### src/rtl/commit_trace_streamer.sv
// rtl/commit_trace_streamer.sv - commit record capture FIFO and three-word trace streamer
//
// Captures one record per retired instruction (header, PC, data word) into a
// DEPTH-record FIFO and streams each record as three 32-bit words. Overflowing
// records are dropped and counted; the core is never stalled.
//
// Ports:
//   clk, rst_n        rising-edge clock, synchronous active-low reset
//   trace_en          capture enable (disabled commits are neither stored nor counted)
//   commit_*          retiring instruction PC
//   rd_we/addr/data   register write-back
//   mem_we/addr/wdata data-memory store
//   out_valid/out_data/out_ready/out_last  word stream, out_last on the third word
//   drop_count        saturating count of records lost to overflow
//   fifo_level        records currently buffered (0..DEPTH)

module commit_trace_streamer #(
   parameter int DEPTH = 8,
   parameter int PTR_W = 3
) (
   input  logic             clk,
   input  logic             rst_n,
   input  logic             trace_en,
   input  logic             commit_valid,
   input  logic [31:0]      commit_pc,
   input  logic             rd_we,
   input  logic [4:0]       rd_addr,
   input  logic [31:0]      rd_data,
   input  logic             mem_we,
   input  logic [31:0]      mem_addr,
   input  logic [31:0]      mem_wdata,
   output logic             out_valid,
   output logic [31:0]      out_data,
   input  logic             out_ready,
   output logic             out_last,
   output logic [15:0]      drop_count,
   output logic [PTR_W:0]   fifo_level
);

   localparam logic [PTR_W:0] LEVEL_FULL = (PTR_W+1)'(DEPTH);
   localparam logic [PTR_W:0] LEVEL_ONE  = (PTR_W+1)'(1);

   typedef enum logic [1:0] {IDLE, W0, W1, W2} state_t;

   state_t           state;
   logic [31:0]      hdr_mem [DEPTH];
   logic [31:0]      pc_mem  [DEPTH];
   logic [31:0]      dat_mem [DEPTH];
   logic [PTR_W-1:0] wr_ptr;
   logic [PTR_W-1:0] rd_ptr;
   logic [PTR_W-1:0] rd_ptr_nxt;
   logic [7:0]       seq;
   logic             pend_drop;
   logic             push;
   logic             pop;
   logic             accept;
   logic             wb;
   logic [31:0]      rec_hdr;
   logic [31:0]      rec_w2;
   logic [PTR_W:0]   level_nxt;

   // Only the low half of the store address is carried in the header.
   logic             unused_addr_hi;
   assign unused_addr_hi = ^mem_addr[31:16];

   always_comb begin
      wb         = rd_we & (rd_addr != 5'd0);
      rec_hdr    = {seq, pend_drop, wb, mem_we, rd_addr,
                    mem_we ? mem_addr[15:0] : 16'h0000};
      rec_w2     = wb ? rd_data : (mem_we ? mem_wdata : 32'h0000_0000);
      push       = commit_valid & trace_en;
      pop        = (state == W2) & out_ready;
      // A full FIFO still takes the push when the head leaves in the same cycle.
      accept     = push & ((fifo_level != LEVEL_FULL) | pop);
      rd_ptr_nxt = rd_ptr + 1'b1;
      level_nxt  = fifo_level;
      if (accept & ~pop) begin
         level_nxt = fifo_level + 1'b1;
      end else if (pop & ~accept) begin
         level_nxt = fifo_level - 1'b1;
      end
   end

   always_ff @(posedge clk) begin
      if (accept) begin
         hdr_mem[wr_ptr] <= rec_hdr;
         pc_mem[wr_ptr]  <= commit_pc;
         dat_mem[wr_ptr] <= rec_w2;
      end
   end

   always_ff @(posedge clk) begin
      if (!rst_n) begin
         state      <= IDLE;
         out_valid  <= 1'b0;
         out_data   <= 32'h0000_0000;
         out_last   <= 1'b0;
         drop_count <= 16'h0000;
         fifo_level <= '0;
         wr_ptr     <= '0;
         rd_ptr     <= '0;
         seq        <= 8'h00;
         pend_drop  <= 1'b0;
      end else begin
         fifo_level <= level_nxt;

         if (accept) begin
            wr_ptr    <= wr_ptr + 1'b1;
            seq       <= seq + 8'h01;
            pend_drop <= 1'b0;
         end else if (push) begin
            pend_drop <= 1'b1;
            if (drop_count != 16'hFFFF) begin
               drop_count <= drop_count + 16'h0001;
            end
         end

         if (pop) begin
            rd_ptr <= rd_ptr_nxt;
         end

         case (state)
            IDLE: begin
               if (fifo_level != '0) begin
                  state     <= W0;
                  out_valid <= 1'b1;
                  out_last  <= 1'b0;
                  out_data  <= hdr_mem[rd_ptr];
               end
            end
            W0: begin
               if (out_ready) begin
                  state    <= W1;
                  out_data <= pc_mem[rd_ptr];
               end
            end
            W1: begin
               if (out_ready) begin
                  state    <= W2;
                  out_data <= dat_mem[rd_ptr];
                  out_last <= 1'b1;
               end
            end
            W2: begin
               if (out_ready) begin
                  out_last <= 1'b0;
                  if (level_nxt != '0) begin
                     state <= W0;
                     // With one record left, the next head is the one being
                     // written on this very edge, so take it straight from the input.
                     out_data <= (fifo_level == LEVEL_ONE) ? rec_hdr : hdr_mem[rd_ptr_nxt];
                  end else begin
                     state     <= IDLE;
                     out_valid <= 1'b0;
                     out_data  <= 32'h0000_0000;
                  end
               end
            end
            default: begin
               state     <= IDLE;
               out_valid <= 1'b0;
               out_last  <= 1'b0;
            end
         endcase
      end
   end

endmodule
### config.mk
export PLATFORM = sky130hd
export DESIGN_NAME = commit_trace_streamer
export DESIGN_NICKNAME = d
export VERILOG_FILES = /design/src/rtl/commit_trace_streamer.sv
export SDC_FILE = /design/constraint.sdc
export NUM_CORES = 1
export LEC_CHECK = 0
export CAP_MARGIN = 25
export CELL_PAD_IN_SITES_DETAIL_PLACEMENT = 1
export CELL_PAD_IN_SITES_GLOBAL_PLACEMENT = 1
export CORE_UTILIZATION = 55
export CTS_CLUSTER_SIZE = 24
export DETAILED_ROUTE_END_ITERATION = 8
export PLACE_DENSITY = 0.93
export SKIP_LAST_GASP = 1
export SYNTH_ARGS = -nofsm -noshare
export SYNTH_HDL_FRONTEND = slang
export SYNTH_SLANG_ARGS = --single-unit
### constraint.sdc
create_clock -name clk -period 25.9 [get_ports clk]
set_input_delay 5.18 -clock clk [delete_from_list [all_inputs] [get_ports clk]]
set_output_delay 5.18 -clock clk [all_outputs]
set_load 0.005 [all_outputs]
==> metrics.txt <==
status completed; Syn Nets approximately 2,300; sequential-to-total area share from yosys stat 69.3%; Post-CTS Setup Inserts 0; GPL Wtd Cong approximately 0.78; slowest stage delay, CP around 880 ps; synthesis-to-finish area growth 15.5%; synth warn 0; Clock Pin Slew Worst Setup and Hold Paths 60 ps; CTS tree built; crit share post-route 35.0%; Min-Delay Path Class flip-flop to flip-flop; max-cap violations 0; pins over their slew limit 0; ys flop type edfxtp_1; CP endpoint kind flip-flop; Worst Path Required 26,150 ps; CP max FO 55; vias after detailed routing 23,300; HPWL after DPL 61.3 mm; Worst-Margin Slew 1190 ps; CP delay by family, top buffers and inverters; hold_buf cts 0; Synth Cell Area 35,400 µm²; Rel. slew slack a little over a fifth; VDD IR max between 0.06 and 0.07 mV; Final Non-Filler Cells 3,215; Clock Latency Late Sink 660 ps; final non-filler cell area 40,900 µm²; # H-tree levels 3; fill count ~5,500; number of synthesized flops with an enable pin approximately 770; drt first pass iters 8; post-CTS sizing 0; Boundary Pins 194; Leak Pwr 12.8 nW; width of the die between 200 and 300 µm; # nets final 2,453; Sink Count 842; RSZ-0062 raised after global routing false; flops & latches, synth 842; ys async rst share 0%; area leader, netlist edfxtp_1; post-place instance area between 30,000 and 40,000 µm²; share of cells above drive strength 1 23.1%; Post-Syn Instances 2,141; Detailed Route WL 118 mm; CTS Root Buffer Type clkbuf_16; IO buf count roughly 180; Crit-path slowest cell buf_4; largest net degree at the start of global routing 154; GRT Total Usage 35.7%; WS Path Type input port to flip-flop; WP buf/inv 3; die height 256 µm; core area around 63,000 µm²; Final Hold Vio Count 0; Iteration-0 DRC Markers 3,522; Worst Setup Start Kind input port; drt via density 7.24; Remaining DRCs 0; first-pass GRT wire length 171 mm; num rows 92; Clock Path Buffers 3; Cell variety after synth 57; synth top area cells edfxtp_1 65%, mux4_2 8.5%, mux2_2 6.7%, dfxtp_1 4.2%, o22ai_1 2.0%; starting density of the core a little under three fifths; post-layout minimum cycle time 9050 ps; initial antenna violation count 5; power per cell area 80.9 nW/µm²; final setup vio count 0; WL per Instance 36.7 µm; Worst Skew 37.5 ps; post-placement cell count between 3,000 and 4,000; clock buffers created by TritonCTS 85; CP Cell Sequence clkdlybuf4s50_1 > nand2_1 > a21oi_1 > nand2_1 > nor3_2 > buf_4 > buf_4; Critical Path AT 9300 ps; TNS Setup 0 ps; Hold Slack slightly above 500 ps; mean area per synthesized cell about 17 µm²; post-route ant nets 0; die area 65,400 µm²; vias in the first global route 24,300; Yosys top cell area share 65.1%; FMAX 110 MHz; GR Overflow Total 0
-- cell usage after synthesis, types with 3 or more instances --
master,count
xor2_1,14
clkbuf_1,94
nand3_1,46
a22oi_1,31
buf_1,10
a22o_1,32
nand2_1,128
xnor2_1,10
buf_6,4
o22ai_2,5
nor2_1,40
or3_1,3
mux4_2,134
nand4_1,9
nor2b_1,32
buf_2,35
o21ai_0,68
a211oi_1,30
o221ai_1,3
o22ai_1,116
nand2b_1,5
a31oi_1,3
ha_1,13
inv_1,10
a211o_1,32
mux2_2,210
edfxtp_1,768
and3_1,6
mux2i_1,5
nand3b_1,3
dfxtp_1,74
and2_1,22
nor4_1,31
nor3_1,68
a21oi_1,20
-- cells in the final DEF, fill, tap and decap left out, types with 12 or more instances in the layout --
cell             netlist  routed
edfxtp_1             768     768
mux2_2               210     210
clkdlybuf4s50_1        0     176
mux4_2               134     134
nand2_1              128     126
o22ai_1              116     116
clkbuf_16              0      88
dfxtp_1               74      71
o21ai_0               68      68
nor3_1                68      64
nand3_1               46      46
nor2_1                40      35
a22o_1                32      32
a211o_1               32      32
a22oi_1               31      31
buf_4                  0      31
nor2b_1               32      30
a211oi_1              30      30
nor4_1                31      30
and2_1                22      21
a21oi_1               20      20
clkinv_2               0      19
clkinv_1               1      15
xor2_1                14      14
clkbuf_1              94      13
ha_1                  13      12
-- layout make-up --
class | count | area (µm²) | area share, %
Multi-Input combinational cell | 1144 | 10400 | 25.3
Tap cell | 846 | 1060 | 2.59
Clock inverter | 51 | 455 | 1.11
Antenna cell | 1 | 2.50 | 0.00612
Clock buffer | 104 | 2290 | 5.60
Timing Repair Buffer | 215 | 2150 | 5.26
Inverter | 12 | 45.0 | 0.110
Sequential cell | 842 | 24500 | 60.0
-- path summary, 6_finish.rpt --
check | startpoint | endpoint | slack (ps) | cells past startpoint
max | out_ready | pc_mem[4][24]$_DFFE_PP_ | 16850 | 7
min | drop_count[14]$_SDFFE_PN0P_ | drop_count[14]$_SDFFE_PN0P_ | 510 | 1
max reg2reg | fifo_level[0]$_SDFF_PN0_ | pc_mem[4][24]$_DFFE_PP_ | 21050 | 8
min reg2reg | drop_count[14]$_SDFFE_PN0P_ | drop_count[14]$_SDFFE_PN0P_ | 510 | 1
-- cells by family after synthesis --
logic type	synth area share [%]
simple gates	5.58
fa+ha+maj	0.459
compound gates	6.90
xor+xnor	0.593
buf+inv	1.85
mux	15.3
flops	69.3
-- sequential cells by signal (all words and copies together) (netlist names), named ones only --
register,cells
dat_mem,256
drop_count,16
fifo_level,4
hdr_mem,256
out_data,32
out_last,1
out_valid,1
pc_mem,256
pend_drop,1
rd_ptr,3
seq,8
state,2
wr_ptr,3
-- through the flow --
step,util [%],power (mW),setup slack (ps)
final,64.6,3.31,16850
after global routing,64.6,3.36,16730
after CTS,64.5,3.29,16910
after detailed placement,60.2,2.04,16260
after global placement,60.1,2.00,16470
after floorplan,-,1.83,10470
-- power breakdown --
part	leakage, nW	switching (mW)	internal (mW)
Sequential	7.59	0.0363	1.52
Clock	1.35	0.553	0.702
Combinational	3.90	0.315	0.183
-- routing by layer --
metal	GRT usage (%)	wire [µm]
met5	0	57
met4	18.6	6010
met3	8.52	14300
met2	57.1	56500
met1	45.8	41000
Power figures use the tool's default switching activity.
